## src/rtl/tpu_skew_feeder_if.sv

```systemverilog
// rtl/tpu_skew_feeder_if.sv - stream/status bundle between the skew feeder and its driver
interface tpu_skew_feeder_if #(
  parameter int DATA_WIDTH = 8,
  parameter int LANES      = 4
);
  logic                          in_valid;
  logic                          in_last;
  logic [LANES*DATA_WIDTH-1:0]   in_data;
  logic [LANES*DATA_WIDTH-1:0]   out_data;
  logic [LANES-1:0]              out_valid;
  logic                          busy;
  logic                          done;
  logic                          err;

  modport master (
    output in_valid, in_last, in_data,
    input  out_data, out_valid, busy, done, err
  );

  modport slave (
    input  in_valid, in_last, in_data,
    output out_data, out_valid, busy, done, err
  );
endinterface

```

## src/rtl/tpu_skew_feeder.sv

```systemverilog
// rtl/tpu_skew_feeder.sv - diagonal input skew for the systolic array; SKEW_ZERO_FILL_EN zero-pads invalid lane slots
module tpu_skew_feeder #(
  parameter int DATA_WIDTH = 8,
  parameter int LANES      = 4
) (
  input  logic              clk,
  input  logic              aclr_n,
  tpu_skew_feeder_if.slave  bus
);

  localparam int CW = (LANES > 1) ? $clog2(LANES) : 1;
  localparam logic [CW-1:0] LAST_CNT = CW'(LANES - 1);

  typedef enum logic [1:0] {
    S_IDLE   = 2'd0,
    S_STREAM = 2'd1,
    S_DRAIN  = 2'd2
  } state_t;

  state_t        state_q;
  logic [CW-1:0] cnt_q;
  logic          err_q;
  logic          accept;

  // Anything offered while draining is dropped so the wavefront stays aligned.
  assign accept = bus.in_valid && (state_q != S_DRAIN);

  always_ff @(posedge clk or negedge aclr_n) begin
    if (!aclr_n) begin
      state_q <= S_IDLE;
      cnt_q   <= '0;
      err_q   <= 1'b0;
    end else begin
      if (bus.in_valid && (state_q == S_DRAIN)) begin
        err_q <= 1'b1;
      end
      case (state_q)
        S_IDLE, S_STREAM: begin
          if (bus.in_valid) begin
            if (bus.in_last) begin
              state_q <= S_DRAIN;
              cnt_q   <= LAST_CNT;
            end else begin
              state_q <= S_STREAM;
            end
          end
        end
        S_DRAIN: begin
          if (cnt_q != '0) begin
            cnt_q <= cnt_q - 1'b1;
          end else begin
            state_q <= S_IDLE;
          end
        end
        default: state_q <= S_IDLE;
      endcase
    end
  end

  assign bus.busy = (state_q != S_IDLE);
  assign bus.done = (state_q == S_DRAIN) && (cnt_q == '0);
  assign bus.err  = err_q;

  for (genvar k = 0; k < LANES; k++) begin : g_lane
    logic                  v_q [k+1];
    logic [DATA_WIDTH-1:0] d_q [k+1];
    logic [DATA_WIDTH-1:0] lane_in;

    assign lane_in = bus.in_data[k*DATA_WIDTH +: DATA_WIDTH];

    always_ff @(posedge clk or negedge aclr_n) begin
      if (!aclr_n) begin
        for (int j = 0; j <= k; j++) begin
          v_q[j] <= 1'b0;
          d_q[j] <= '0;
        end
      end else begin
        v_q[0] <= accept;
        for (int j = 1; j <= k; j++) begin
          v_q[j] <= v_q[j-1];
        end
`ifdef SKEW_ZERO_FILL_EN
        d_q[0] <= lane_in & {DATA_WIDTH{accept}};
        for (int j = 1; j <= k; j++) begin
          d_q[j] <= d_q[j-1] & {DATA_WIDTH{v_q[j-1]}};
        end
`else
        // Data stages hold through bubbles to avoid needless toggling.
        if (accept) begin
          d_q[0] <= lane_in;
        end
        for (int j = 1; j <= k; j++) begin
          if (v_q[j-1]) begin
            d_q[j] <= d_q[j-1];
          end
        end
`endif
      end
    end

    assign bus.out_valid[k]                        = v_q[k];
    assign bus.out_data[k*DATA_WIDTH +: DATA_WIDTH] = d_q[k];
  end

endmodule

```

## src/flat_wrapper.sv

```systemverilog
// flat-port wrapper written by rule: the top's interface ports become plain ports
module tpu_skew_feeder_flat 
#(
  parameter int DATA_WIDTH = 8,
  parameter int LANES      = 4
)
  (clk, aclr_n, bus_in_valid, bus_in_last, bus_in_data, bus_out_data, bus_out_valid, bus_busy, bus_done, bus_err);
  tpu_skew_feeder_if #(.DATA_WIDTH(DATA_WIDTH), .LANES(LANES)) bus_i ();
  input  logic clk;
  input  logic aclr_n;
  input wire logic [$bits(bus_i.in_valid)-1:0] bus_in_valid;
  input wire logic [$bits(bus_i.in_last)-1:0] bus_in_last;
  input wire logic [$bits(bus_i.in_data)-1:0] bus_in_data;
  output wire logic [$bits(bus_i.out_data)-1:0] bus_out_data;
  output wire logic [$bits(bus_i.out_valid)-1:0] bus_out_valid;
  output wire logic [$bits(bus_i.busy)-1:0] bus_busy;
  output wire logic [$bits(bus_i.done)-1:0] bus_done;
  output wire logic [$bits(bus_i.err)-1:0] bus_err;
  assign bus_i.in_valid = bus_in_valid;
  assign bus_i.in_last = bus_in_last;
  assign bus_i.in_data = bus_in_data;
  assign bus_out_data = bus_i.out_data;
  assign bus_out_valid = bus_i.out_valid;
  assign bus_busy = bus_i.busy;
  assign bus_done = bus_i.done;
  assign bus_err = bus_i.err;
  tpu_skew_feeder #(.DATA_WIDTH(DATA_WIDTH), .LANES(LANES)) u_core (.clk(clk), .aclr_n(aclr_n), .bus(bus_i));
endmodule
```

## config.mk

```make
export PLATFORM = sky130hd
export DESIGN_NAME = tpu_skew_feeder_flat
export DESIGN_NICKNAME = d
export VERILOG_FILES = /design/src/rtl/tpu_skew_feeder_if.sv /design/src/rtl/tpu_skew_feeder.sv /design/src/flat_wrapper.sv
export SDC_FILE = /design/constraint.sdc
export NUM_CORES = 1
export LEC_CHECK = 0
export ABC_AREA = 1
export CORE_UTILIZATION = 50
export CTS_CLUSTER_DIAMETER = 80
export DETAILED_ROUTE_END_ITERATION = 7
export GPL_TIMING_DRIVEN = 0
export HOLD_SLACK_MARGIN = 0.06
export PLACE_DENSITY_LB_ADDON = 0.1
export SYNTH_ARGS = -nofsm -noshare
export SYNTH_HDL_FRONTEND = slang
export SYNTH_SLANG_ARGS = --single-unit
```

## constraint.sdc

```tcl
create_clock -name clk -period 1.3 [get_ports clk]
set_input_delay 0.26 -clock clk [delete_from_list [all_inputs] [get_ports clk]]
set_output_delay 0.26 -clock clk [all_outputs]
set_load 0.01 [all_outputs]
```

# [Word-level counts from Yosys, hierarchy flattened]
# Index checks and enable logic that the tools add are counted.
[word_totals] ff_bits=89 input_bits=36 output_inout_bits=39 elab_cells=44
[op_classes] addsub=1 n_eq_ne=7 mux=8 n_reduce_logical=11
[op_table] op="two-way mux 2 bit" count=6
[op_table] op="inequality test 2 bit (second input constant)" count=4
[op_table] op="case mux 2 bit (2 select lines)" count=2
[op_table] op="nonzero test 2 bit" count=3
[op_table] op="zero test 2 bit" count=2
[op_table] op="AND reduction 4 bit" count=1
[op_table] op="logical AND 1 bit" count=3
[op_table] op="== test 2 x 1 -> 1 bit (second input constant)" count=1
[op_table] op="== test 2 bit (second input constant)" count=1
[op_table] op="inequality test 2 x 1 -> 1 bit (second input constant)" count=1
[op_table] op="AND reduction 2 bit" count=1
[op_table] op="OR reduction 2 bit" count=1
[op_table] op="subtractor 2 x 1 -> 2 bit (second input constant)" count=1

# [Depth between registers and ports, before layout]
[logic_depth] word_depth=4 mapped_depth=7 ltp_nobuf=6

# [Worst setup path before layout]
# No wires, ideal clock.
[synth_timing] path_type="register to output" from="register u_core.cnt_q[0]" to="output bus_done" t_arrival_ns=0.784 required_ns=1.040 setup_slack_ns=0.256 path_stages_with_launch=5 path_buffers=0 cell_sequence="dfrtp_1 -> inv_1 -> ha_1 -> inv_1 -> nor2_1"
[synth_via] elab_chain_cells=2
[synth_lines] item="start: declaration" line_no="tpu_skew_feeder.sv:21" source="logic [CW-1:0] cnt_q;"
[synth_lines] item="start signal: assignment" line_no="tpu_skew_feeder.sv:50" source="cnt_q <= cnt_q - 1'b1;"
[synth_lines] item="zero test 2 bit" line_no="tpu_skew_feeder.sv:61" source="assign bus.done = (state_q == S_DRAIN) && (cnt_q == '0);"
[synth_lines] item="logical AND 1 bit" line_no="tpu_skew_feeder.sv:61"
[synth_lines] item="end: declaration" line_no="flat_wrapper.sv:17" source="output wire logic [$bits(bus_i.done)-1:0] bus_done;"
# Every way passes these cells.

# [Final worst setup path]
# Ends and elaborated chain as after synthesis.

==> flow_metrics.py <==
metrics = {
    "outcome": {
        "status": "finished, violations left",
        "violations": "setup timing",
    },
    "grt": {
        "grt_first_pass_wirelength_um": 12000,
        "gr-usage-met2_pct": 35.1,
        "grt_pass1_vias": 2648,
        "grt_max_degree": 64,
        "grt-busiest-layer": "met2",
        "track_usage_pct": 21.4,
        "overflow": 0,
        "met3_usage_pct": 7.62,
        "grt_antenna_before_repair": 0,
        "use_met1_pct": 26.0,
    },
    "layout": {
        "final_common_cell": "nand2_1",
        "seq_area_sq_um": 2230,
        "area_growth_pct": 32.1,
        "final_util_pct": 68.8,
        "mostFrequentLayoutCells": "134 x nand2_1, 87 x dfrtp_1, 48 x buf_4",
        "nFillCells": 591,
        "stdcell_area_sq_um": 4700,
        "drive_above_1_share_pct": 22.0,
        "multi_input_area_sq_um": 897,
        "finalNetCount": 525,
        "insertedDiodeCount": 0,
    },
    "sta": {
        "finalHoldViolCount": 0,
        "fin_setup_tns_ps": -294,
        "finClkSkew_ps": 10.2,
        "relSlewSlack_pct": 70.6,
        "tightest_slew_ps": 440,
        "slew_violations": 0,
        "finalCriticalPeriod_ps": 1510,
        "rsz0062_at_grt": "yes",
        "whs_ps": 351,
        "setup_viol": 2,
        "fin_crit_sh_pct": 116,
        "fin_ws_ps": -212,
        "fmax_ghz": 0.661,
    },
    "setup_path": {
        "r2r_start": "u_core.state_q[1]",
        "cp.arrival_ps": 1250,
        "crit_start": "u_core.cnt_q[0]",
        "endpoint": "bus_done",
        "critPathLaunchType": "register",
        "crit_buf_inv": 3,
        "r2r_slack_ps": 100,
        "critPathKind": "register to output pin",
        "max_stage_delay_ps": 400,
        "cp.depth": 5,
        "critPathTopFamily": "flip-flops",
        "critPathRequiredTime_ps": 1040,
        "cp_max_fo": 2,
        "path_cells": "inv_1, ha_2, inv_2, nor2_1, buf_2",
        "cp-end-kind": "output pin",
        "worst_r2r_path_depth": 7,
        "cpMaxStageDelayCell": "dfrtp_1",
        "r2r-end": "u_core.g_lane[2].d_q[23]",
    },
    "die": {
        "fp.dieW_um": 86.4,
        "die_area_sq_um": 7460,
        "num_rows": 30,
        "start_util_pct": 52.1,
        "die_h_um": 86.4,
        "coreArea_sq_um": 6830,
        "num_io_pins": 75,
    },
    "yosys": {
        "ys_types": 18,
        "synth_area_sq_um": 3560,
        "yosys_warnings": 0,
        "ys_ff_latch": 89,
        "synth_nets": 419,
        "avgSynthCellArea_sq_um": 9.32,
        "synth.top_cell.area_share_pct": 62.6,
        "synth_cells": 382,
        "yosys-top-cells-area": "dfrtp_1 63%, nand2_1 14%, buf_4 5.9%, o21ai_0 4.6%, inv_1 3.9%",
        "ys_seq_area_share_pct": 62.6,
        "synth_top_cell_by_area": "dfrtp_1",
    },
    "route": {
        "dr.first_iter.drc_count": 114,
        "viasPerCell": 4.56,
        "vias": 2684,
        "wirelength_um": 7050,
        "dr.pass1.iters": 4,
        "antenna_left": 0,
        "routedWlPerCell_um": 12.0,
        "drc": 0,
    },
    "power": {
        "peakVddDrop_v": 0.00105,
        "leakage_nw": 2.41,
        "power_density_nw_per_um2": 2220,
    },
    "clock_network": {
        "clkTransAtPathRegs_ps": 90,
        "cts_buffers": 9,
        "cts_tree": "built",
        "cts-root-buf": "clkbuf_8",
        "cts_buffer_depth": 2,
        "htreeDepth": 3,
        "clock-sinks": 89,
        "clk_latency_ps": 360,
    },
    "flow_run": {
        "max_cap_violations": 0,
    },
    "placement": {
        "placed_cell_area_sq_um": 4450,
        "portBuffers": 74,
        "dp_hpwl_um": 4660,
        "place_worst_setup_slack_ps": -246,
        "place_congestion": 0.766,
    },
    "hold_path": {
        "min_path_type": "input pin to asynchronous set/reset pin",
    },
}
Yosys cell counts, drive strengths merged:
| master | number |
|---|---|
| o21ai | 33 |
| ha | 1 |
| nand3 | 8 |
| a21oi | 17 |
| nor2 | 17 |
| clkbuf | 5 |
| o21bai | 1 |
| inv | 39 |
| buf | 36 |
| dfrtp | 89 |
| nand2 | 136 |
stage by stage:
| stage | std cells | power [W] |
|---|---|---|
| global placement | 552 | 0.00840 |
| finish | 588 | 0.0104 |
| floorplan | 382 | 0.00682 |
| CTS | 580 | 0.0101 |
| detailed placement | 553 | 0.00855 |
| global route | 588 | 0.0112 |
worst min-delay path by stage:
| stage | start | depth (start not counted) | slack, ps | end |
|---|---|---|---|---|
| 6_report | aclr_n | 2 | 350 | u_core.g_lane[2].d_q[22] |
| 4_1_cts | aclr_n | 2 | 350 | u_core.bus.out_data[29] |
| 3_5_place_dp | aclr_n | 1 | 190 | u_core.bus.out_data[29] |
| 5_1_grt | aclr_n | 2 | 370 | u_core.bus.out_data[29] |
| 2_1_floorplan | aclr_n | 0 | -40 | u_core.bus.err |
| 3_3_place_gp | u_core.bus.out_valid[2] | 0 | 390 | u_core.bus.out_valid[3] |
routing by layer:
metal / vias up / wire, um
li1: 1350 / -
met3: 12 / 509
met1: 1250 / 3100
met2: 72 / 3310
met4: 0 / 131
met5: - / 0
state kept, by name, indices dropped and copies added (netlist names):
register / count
u_core.g_lane.d_q: 56
u_core.bus.out_data: 24
u_core.bus.out_valid: 3
u_core.cnt_q: 2
u_core.state_q: 2
u_core.bus.err: 1
u_core.g_lane.v_q: 1
cells by family after synthesis:
logic type,synth area share [%]
compound gates,7.24
fa+ha+maj,0.351
buf+inv,12.3
flops,62.6
simple gates,17.5
worst reg2reg max path, delay by kind of cell, from the launching register on:
kind | cells | cell delay, ps
flops | 1 | 420
simple gates | 4 | 310
buf+inv | 3 | 410
report_power, final:
| part | leakage (nW) | internal [W] | switching [W] | total (W) |
|---|---|---|---|---|
| Clock | 0.0864 | 0.000878 | 0.000918 | 0.00180 |
| Combinational | 1.24 | 0.00213 | 0.00199 | 0.00412 |
| Sequential | 1.09 | 0.00395 | 0.000556 | 0.00451 |
final cells by class:
class	count	share of cell area, %
inverters	39	3.17
clock buffers	12	2.87
flip-flops and latches	89	47.4
well taps	96	2.56
repair buffers	95	17.8
plain buffers	41	6.23
clock inverters	3	0.905
multi-input cells	213	19.1
what timing repair did:
| item | 4_1_cts | 5_1_grt |
|---|---|---|
| gates resized for setup | 131 | 23 |
| pin swaps | 2 | 0 |
| endpoints found under the hold margin | 26 | 0 |
| setup endpoints to repair | 39 | 26 |
| setup buffers | 11 | 8 |
| hold buffers | 1 | 0 |
Power figures use the tool's default switching activity.
